`src/rtl/seq_pkg.sv`:
```
// Shared definitions for the serializer and sequence-detector stages.
package seq_pkg;

  localparam logic [0:0] ST_IDLE  = 1'b0;
  localparam logic [0:0] ST_SHIFT = 1'b1;

  // Pattern the downstream detector searches for, MSB presented first.
  localparam int unsigned   DET_PATTERN_LEN = 4;
  localparam logic [3:0]    DET_PATTERN     = 4'b1101;

  // Bits needed to count 0..value-1; never less than 1.
  function automatic int clog2(input int value);
    int r;
    r = 1;
    for (int i = 0; i < 32; i++) begin
      if ((64'd1 << i) < 64'(value)) r = i + 1;
    end
    return r;
  endfunction

endpackage

```
`src/rtl/seq_bit_serializer.sv`:
```
// Parallel-to-serial front end: one WIDTH-bit word in, one bit per accepted cycle out.
// First bit appears the cycle after the load; back-to-back words stream with no bubble.
module seq_bit_serializer
  import seq_pkg::*;
#(
  parameter int unsigned WIDTH     = 8,
  parameter bit          MSB_FIRST = 1'b1
) (
  input  logic             clk,
  input  logic             rst,
  input  logic [WIDTH-1:0] in_data,
  input  logic             in_valid,
  output logic             in_ready,
  output logic             bit_out,
  output logic             bit_valid,
  input  logic             bit_ready,
  output logic             bit_last,
  output logic             busy
);

  localparam int CW = clog2(WIDTH);
  localparam logic [CW-1:0] CNT_LAST = CW'(WIDTH - 1);

  logic [0:0]       state_q, state_d;
  logic [WIDTH-1:0] sreg_q,  sreg_d;
  logic [CW-1:0]    cnt_q,   cnt_d;
  logic             vld_q,   vld_d;

  logic last;
  logic advance;
  logic load;

  assign last    = vld_q && (cnt_q == CNT_LAST);
  assign advance = vld_q && bit_ready;

  // Ready looks through bit_ready so the next word loads on the final-bit cycle.
  assign in_ready = !rst && ((state_q == ST_IDLE) || (advance && last));
  assign load     = in_valid && in_ready;

  always_comb begin
    state_d = state_q;
    sreg_d  = sreg_q;
    cnt_d   = cnt_q;
    vld_d   = vld_q;
    if (load) begin
      sreg_d  = in_data;
      cnt_d   = '0;
      state_d = ST_SHIFT;
      vld_d   = 1'b1;
    end else if (advance) begin
      sreg_d = MSB_FIRST ? {sreg_q[WIDTH-2:0], 1'b0} : {1'b0, sreg_q[WIDTH-1:1]};
      if (last) begin
        state_d = ST_IDLE;
        vld_d   = 1'b0;
        cnt_d   = '0;
      end else begin
        cnt_d = cnt_q + CW'(1);
      end
    end
  end

  always_ff @(posedge clk) begin
    if (rst) begin
      state_q <= ST_IDLE;
      sreg_q  <= '0;
      cnt_q   <= '0;
      vld_q   <= 1'b0;
    end else begin
      state_q <= state_d;
      sreg_q  <= sreg_d;
      cnt_q   <= cnt_d;
      vld_q   <= vld_d;
    end
  end

  assign bit_out   = MSB_FIRST ? sreg_q[WIDTH-1] : sreg_q[0];
  assign bit_valid = vld_q;
  assign bit_last  = last;
  assign busy      = vld_q;

endmodule

```
`config.mk`:
```
export PLATFORM = sky130hd
export DESIGN_NAME = seq_bit_serializer
export DESIGN_NICKNAME = d
export VERILOG_FILES = /design/src/rtl/seq_pkg.sv /design/src/rtl/seq_bit_serializer.sv
export SDC_FILE = /design/constraint.sdc
export NUM_CORES = 1
export LEC_CHECK = 0
export BUFFER_PORTS_ARGS = -buffer_cell sky130_fd_sc_hd__buf_2
export CAP_MARGIN = 20
export CORE_MARGIN = 3
export CORE_UTILIZATION = 47
export CTS_BUF_LIST = sky130_fd_sc_hd__clkbuf_8
export DETAILED_ROUTE_END_ITERATION = 12
export PLACE_DENSITY = 0.76
export SYNTH_ARGS = -nofsm -noshare
export SYNTH_HDL_FRONTEND = slang
export SYNTH_SLANG_ARGS = --single-unit
```
`constraint.sdc`:
```
create_clock -name clk -period 1.5 [get_ports clk]
set_input_delay 0.3 -clock clk [delete_from_list [all_inputs] [get_ports clk]]
set_output_delay 0.3 -clock clk [all_outputs]
set_load 0.02 [all_outputs]
```
Word level (Yosys, flattened, before mapping)
Index checks and enable logic that the tools add are counted.

storage, ports and cells
  register bits = 12
  input port bits = 12
  output and inout bits = 5
  word-level logic and storage cells = 23

operators by class
  add/sub/neg operators = 1
  equality and inequality tests = 1
  mux-type cells = 6
  bitwise operators = 1
  reductions and logical operators = 11

operators by type and width
  operator                                     count
  2-to-1 mux 8 bit                             2
  logical AND 1 bit                            5
  nonzero test 2 bit                           2
  adder 3 x 1 -> 3 bit, second input constant  1
  equality test 3 bit, second input constant   1
  2-to-1 mux 1 bit                             3
  2-to-1 mux 3 bit                             1
  AND reduction 2 bit                          1
  OR reduction 2 bit                           1
  logical NOT 1 bit                            1
  logical OR 1 bit                             1
  NOT 1 bit                                    1

Logic depth before layout (Yosys ltp)
Gate-level depths: netlist of run 1.

  depth after elaboration = 8
  gate-level depth with buffers = 7
  mapped depth without buffers = 5

Least setup slack after synthesis of run 1
OpenSTA, ideal clock, no wires.

  kind = reg-to-reg
  from = register cnt_q[0]
  to = register sreg_q[1]
  library setup time = 0.086 ns
  arrival = 1.459 ns
  data required time = 1.414 ns
  path slack = -0.044 ns
  cell stages (with the launch flop) = 8
  buffers on the path = 2
  clock period less this slack = 1.544 ns
  cells stage by stage = dfxtp_1 -> ha_1 -> ha_1 -> a21bo_1 -> buf_6 -> and2_4 -> buf_6 -> a211oi_1

on the way
  word-level cells in the longest chain between the ends = 7
  elaborated cells between the ends (all ways) = 8
  classes of those cells = 1 x eq/ne; 1 x mux; 6 x reduce/logical

ends and longest elaborated chain
  element                                                        RTL line                  source
  from (decl)                                                    seq_bit_serializer.sv:26  logic [CW-1:0] cnt_q, cnt_d;
  from (signal assigned)                                         seq_bit_serializer.sv:71  cnt_q <= cnt_d;
  equality test 3 bit (*)                                        seq_bit_serializer.sv:33  assign last = vld_q && (cnt_q == CNT_LAST);
  logical AND 1 bit (*)                                          seq_bit_serializer.sv:33
  logical AND 1 bit (*)                                          seq_bit_serializer.sv:37  assign in_ready = !rst && ((state_q == ST_IDLE) || (advance && last));
  logical OR 1 bit (*)                                           seq_bit_serializer.sv:37
  logical AND 1 bit (*)                                          seq_bit_serializer.sv:37
  logical AND 1 bit (*)                                          seq_bit_serializer.sv:38  assign load = in_valid && in_ready;
  2-to-1 mux 8 bit / nonzero test 2 bit (equally long branches)  -
  to (signal assigned)                                           seq_bit_serializer.sv:70  sreg_q <= sreg_d;
  to (decl)                                                      seq_bit_serializer.sv:25  logic [WIDTH-1:0] sreg_q, sreg_d;

Every way passes the cells marked *; elsewhere a longest branch is shown, timed or not.
A chain may end at the register's enable or synchronous reset.

Worst setup path after layout of run 1
  from = register cnt_q[1]
  to = output bit_last

on the way
  word-level cells in the longest chain between the ends = 2

ends and longest elaborated chain
  element              RTL line                  source
  equality test 3 bit  seq_bit_serializer.sv:33
  logical AND 1 bit    seq_bit_serializer.sv:33
  to (decl)            seq_bit_serializer.sv:17  output logic bit_last,

Every way passes these cells.

==> impl_metrics.tcl, run 1 <==
set metrics [dict create \
    yosysWarnings 0 \
    syn_area_um2 621 \
    routed_wl_mm 1.27 \
    gr-usage-all-layers_pct 16.2 \
    wl_met3_um 76 \
    power.static_leakage_nw 0.389 \
    num_rows 12 \
    synthTopCellsByArea "dfxtp_1, a221oi_1, a211oi_1" \
    setup.worst_path.end_class "output pin" \
    startpoint "cnt_q[1]" \
    period_share_pct 104 \
    wl_per_cell_um 13.0 \
    cts_hold_buf 0 \
    synthToLayoutAreaGrowth_pct 29.4 \
    syn-num-nets 82 \
    path_max_fanout 3 \
    clk_path_buf_depth 2 \
    avgSynthCellArea_um2 9.13 \
    first_iter_violations 12 \
    n_antenna_cell 0 \
    r2r_setup_slack_ns 0.05 \
    dp_cells 94 \
    worstHoldPathType "input pin to flop" \
    die_h_um 42.3 \
    ir_drop_uv 535 \
    cts_made_buffers 3 \
    portBuffers 16 \
    antenna_found_initial 0 \
    drive_above_1_share_pct 40.5 \
    r2r-start "cnt_q[1]" \
    route.detailed.drc 0 \
    fin_nets 100 \
    cts-root-buf "clkbuf_8" \
    critical_path_arrival_ns 1.26 \
    grt_max_degree 14 \
    power_density_mw_per_mm2 950 \
    clock_sinks 12 \
    top_layer_used "met4" \
    dpl_worst_slack_ns -0.0126 \
    maxCapViolations 0 \
    r2r-end "sreg_q[4]" \
    synth_seq_cells 12 \
    clock.fmax_mhz 642 \
    cts.clk_slew.worst_paths_ns 0.05 \
    cts_tree "done" \
    synth_compound_area_share_pct 23.4 \
    viasPerCell 5.88 \
    slew_viol_final 0 \
    fin_util_pct 68.6 \
    netlist_instances 68 \
    synth_mux_area_share_pct 4.84 \
    fin_ws_ns -0.0573 \
    synth_area_leader_cell "dfxtp_1" \
    cp-endpoint "bit_last" \
    clock_latency_ns 0.23 \
    violations "negative setup slack" \
    hold_violations 0 \
    via_count 576 \
    chipWidth_um 42.3 \
    grt_overflow 0 \
    grt_setup_unrepaired "yes" \
    met2_length_um 594 \
    io_pins 17 \
    routabilityCongestion 0.802 \
    synth_xor_area_share_pct 0 \
    synth_top_family_by_area "compound AO/OA/AOI/OAI gates" \
    yosysTopAreaCellShare_pct 38.7 \
    reg2regPathDepth 5 \
    tightest_slew_ns 0.404 \
    yosys.area_share.simple_pct 17.1 \
    setup.worst_path.start_class "flop" \
    ys_seq_area_share_pct 38.7 \
    core-area_mm2 0.00117 \
    firstDrtPassIters 4 \
    ant_nets 0 \
    instances_no_fill 98 \
    h-tree-depth 1 \
    dieArea_mm2 0.00179 \
    setup_violations 2 \
    crit_type "flop to output pin" \
    slew_headroom_pct 73.0 \
    dp_hpwl_um 887 \
    grt_pass1_vias 518 \
    grt_first_pass_wirelength_mm 2.25 \
    start_util_pct 53.0 \
    required_ns 1.20 \
    timing.final.crit_period_ns 1.56 \
    fin_skew_ns 0.00153 \
    synth.distinct_cells 21 \
    status "finished, violations left" \
    met1_length_um 581 \
    yosys.area_share.adder_pct 4.03 \
]
power breakdown:
part	switching [mW]	internal [mW]	leakage [nW]
combinational	0.0683	0.0582	0.267
clock	0.108	0.176	0.0216
sequential	0.0125	0.340	0.0998
total	0.188	0.575	0.389
through the flow:
| stage | power (mW) | hold slack, ns | instance area, µm² | setup TNS (ns) |
|---|---|---|---|---|
| floorplan | 0.446 | 0.379 | 623 | -0.0947 |
| global placement | 0.473 | 0.471 | 696 | 0 |
| detailed placement | 0.475 | 0.470 | 696 | -0.0126 |
| CTS | 0.762 | 0.299 | 782 | -0.106 |
| global route | 0.808 | 0.328 | 803 | -0.295 |
| finish | 0.763 | 0.303 | 803 | -0.0752 |
layer usage:
layer  vias to the layer above  global-route usage (%)
li1                        284                       -
met1                       267                    21.6
met2                        21                    22.5
met3                         4                    4.72
met4                         0                    9.94
met5                         -                       0
sequential cells by signal (all words and copies together) (netlist names):
signal     count
sreg_q         8
cnt_q          3
bit_valid      1
cell usage in the layout, fill, tap and decap left out:
cell | netlist | final
buf_2 | 2 | 15
dfxtp_1 | 12 | 10
inv_1 | 7 | 7
and3_1 | 7 | 7
a211oi_1 | 7 | 6
nor2_1 | 5 | 5
a221oi_1 | 7 | 5
nor3_1 | 3 | 3
mux2i_1 | 3 | 3
clkbuf_8 | 0 | 3
buf_4 | 1 | 3
and2_4 | 1 | 2
a221oi_2 | 0 | 2
ha_4 | 0 | 2
dfxtp_2 | 0 | 2
buf_6 | 2 | 2
a21boi_2 | 0 | 1
a21bo_2 | 0 | 1
nand2_1 | 1 | 1
and4b_1 | 1 | 1
a21oi_1 | 1 | 1
a211oi_2 | 0 | 1
a32oi_1 | 1 | 1
synth_stat cells:
cell type	count
a211oi_1	7
a21bo_1	1
a21boi_0	1
a21oi_1	1
a221oi_1	7
a32oi_1	1
and2_1	1
and2_4	1
and3_1	7
and4b_1	1
buf_2	2
buf_4	1
buf_6	2
clkbuf_1	2
dfxtp_1	12
ha_1	2
inv_1	7
mux2i_1	3
nand2_1	1
nor2_1	5
nor3_1	3
final cells by class:
| cell class | count | area [µm²] |
|---|---|---|
| fill | 98 | 368 |
| multi-input combinational | 42 | 355 |
| sequential | 12 | 243 |
| timing repair buffer | 20 | 120 |
| clock buffer | 3 | 41.3 |
| inverter | 7 | 26.3 |
| tap | 14 | 17.5 |
what timing repair did:
action | CTS | global route
gates cloned | 0 | 0
endpoints found under the setup margin | 5 | 9
pin swaps | 1 | 0
gates resized for setup | 10 | 5
setup buffers | 1 | 0
hold endpoints to repair | 0 | 0
worst max-delay path, cell delays in order (launching register included):
cell and delay, ns:
dfxtp_2 0.33, ha_4 0.16, ha_4 0.16, buf_6 0.11, and2_4 0.14, buf_6 0.12
cells by family after synthesis:
logic type | Yosys count
AO/OA/AOI/OAI | 18
AND/OR/NAND/NOR | 19
adder cells (fa/ha/maj) | 2
multiplexers | 3
buffers and inverters | 14
flip-flops | 12
worst min path at each step:
stage / to / start / depth (start not counted)
global placement: sreg_q[0] / sreg_q[0] / 2
floorplan: cnt_q[0] / rst / 1
CTS: sreg_q[4] / in_data[4] / 3
global route: sreg_q[4] / in_data[4] / 3
detailed placement: sreg_q[0] / sreg_q[0] / 2
finish: sreg_q[5] / in_data[5] / 3
(Power assumes the default switching activity.)
==> run 2: changes to the inputs <==
==> constraint.sdc (replaced) <==
create_clock -name clk -period 1.4 [get_ports clk]
set_input_delay 0.28 -clock clk [delete_from_list [all_inputs] [get_ports clk]]
set_output_delay 0.28 -clock clk [all_outputs]
set_load 0.02 [all_outputs]
==> run 2 against run 1 <==
Effect of this change:
- the flow still finishes with violations (negative setup slack)
- die area did not move
- critical path depth rose by 1
- sequential share of layout area fell by 4.3 points
- global-route usage rose by 4.3 points
- clock skew rose by 0.0063 ns
- clock-buffer cell count did not move
- sequential power rose by 7.6%
- power rose by 16%
- clock power rose by 9.5%
- largest power group unchanged
- highest routed layer unchanged
==> impl_metrics.tcl, run 2 (synthesized netlist as in run 1, its figures left out) <==
set metrics [dict create \
    fin_util_pct 80.0 \
    violations "negative setup slack" \
    crit_type "flop to output pin" \
    cts_hold_buf 0 \
    grt_setup_unrepaired "yes" \
    worstHoldPathType "input pin to flop" \
    core-area_mm2 0.00117 \
    via_count 602 \
    dieArea_mm2 0.00179 \
    clock.fmax_mhz 619 \
    dpl_worst_slack_ns -0.143 \
    swShare_pct 26.6 \
    grt_pass1_vias 577 \
    dp_hpwl_mm 1.03 \
    h-tree-depth 1 \
    first_iter_violations 6 \
    grt_max_degree 13 \
    clock_sinks 12 \
    antenna_found_initial 0 \
    cts.clk_slew.worst_paths_ns 0.05 \
    clock_latency_ns 0.24 \
    pwr-share-seq_pct 43.0 \
    path_max_fanout 3 \
    setup.worst_path.start_class "flop" \
    combPwrFrac_pct 21.8 \
    routed_wl_mm 1.61 \
    num_rows 12 \
    period_share_pct 115 \
    fin_ws_ns -0.215 \
    synthToLayoutAreaGrowth_pct 51.0 \
    grt_first_pass_wirelength_mm 2.75 \
    gr-usage-all-layers_pct 20.5 \
    ir_drop_uv 729 \
    route.detailed.drc 0 \
    final_common_cell "buf_2" \
    chipWidth_um 42.3 \
    slew_viol_final 0 \
    maxCapViolations 0 \
    reg2regPathDepth 5 \
    ant_nets 0 \
    cts-root-buf "clkbuf_8" \
    fin_nets 108 \
    power_density_mw_per_mm2 943 \
    critical_path_arrival_ns 1.33 \
    setup.worst_path.end_class "output pin" \
    hold_violations 0 \
    clk_path_buf_depth 2 \
    portBuffers 16 \
    setup_violations 13 \
    fin_skew_ns 0.00778 \
    grt_overflow 0 \
    power.static_leakage_nw 0.443 \
    start_util_pct 53.0 \
    wl_per_cell_um 15.2 \
    cts_tree "done" \
    viasPerCell 5.68 \
    routabilityCongestion 0.791 \
    cts_made_buffers 3 \
    hold_path_depth 3 \
    switching_power_uw 235 \
    largest-register "sreg_q" \
    timing.final.crit_period_ns 1.61 \
    io_pins 17 \
    n_antenna_cell 0 \
    largest_register_ffs 8 \
    drive_above_1_share_pct 57.6 \
    clkPwrFrac_pct 35.2 \
    tightest_slew_ns 0.444 \
    die_h_um 42.3 \
    status "finished, violations left" \
    most-common-layout-cells "buf_2, buf_4, dfxtp_1" \
    finalPower_uw 884 \
    firstDrtPassIters 4 \
    required_ns 1.12 \
    slew_headroom_pct 70.4 \
    hold_ws_ns 0.287 \
    p_int_uw 648 \
]
[run 2: cell count changes in the layout (fill, tap and decap cells not counted), sizes merged]
cell / before / now
buf: 20 / 28
[run 2: worst paths after layout]
| path | start | slack, ns | to |
|---|---|---|---|
| worst max-delay path | cnt_q[1] | -0.21 | in_ready |
| worst min-delay path | in_data[5] | 0.29 | sreg_q[5] |
| worst max register to register | cnt_q[1] | -0.16 | sreg_q[2] |
| worst min register to register | sreg_q[0] | 0.51 | sreg_q[0] |
[run 2: power by group through the flow]
stage          Clock (mW)  Combinational (mW)  Sequential (mW)
2_1_floorplan           0               0.125            0.389
3_3_place_gp            0               0.174            0.386
3_5_place_dp            0               0.178            0.386
4_1_cts             0.318               0.187            0.380
5_1_grt             0.339               0.210            0.382
6_report            0.311               0.192            0.380
[run 2: final cells by class]
cell class	instances	area, µm²
clock buffers	3	41.3
fillers	79	234
inverters	7	26.3
multi-input cells	42	427
flip-flops and latches	12	243
well taps	14	17.5
repair buffers	28	183
[run 2: critical path: stages (launching register included)]
cell and delay (ns):
dfxtp_2 0.33, ha_4 0.16, ha_4 0.16, buf_6 0.12, a21boi_4 0.13, nor2_1 0.05
buf_4 0.15
[run 2: stage by stage]
| stage | setup TNS (ns) | cells | area (µm²) |
|---|---|---|---|
| 3_3_place_gp | -0.969 | 100 | 845 |
| 2_1_floorplan | -0.431 | 68 | 727 |
| 5_1_grt | -2.89 | 106 | 937 |
| 4_1_cts | -1.76 | 105 | 927 |
| 6_report | -1.91 | 106 | 937 |
| 3_5_place_dp | -1.45 | 100 | 845 |
[run 2: layer usage]
| layer | vias to the layer above | share of wire [%] | wire length [µm] | global-route usage (%) |
|---|---|---|---|---|
| met3 | 5 | 7.6 | 122 | 8.58 |
| li1 | 300 | - | - | - |
| met4 | 0 | 1.6 | 26 | 8.70 |
| met5 | - | 0 | 0 | 0 |
| met1 | 274 | 47 | 757 | 25.7 |
| met2 | 23 | 44 | 703 | 30.4 |
[run 2: what timing repair did]
action / in CTS / in global routing
resized for setup: 8 / 1
setup endpoints to repair: 14 / 13
setup buffers: 2 / 1
cloned: 0 / 0
hold endpoints to repair: 0 / 0
pin swaps: 1 / 1
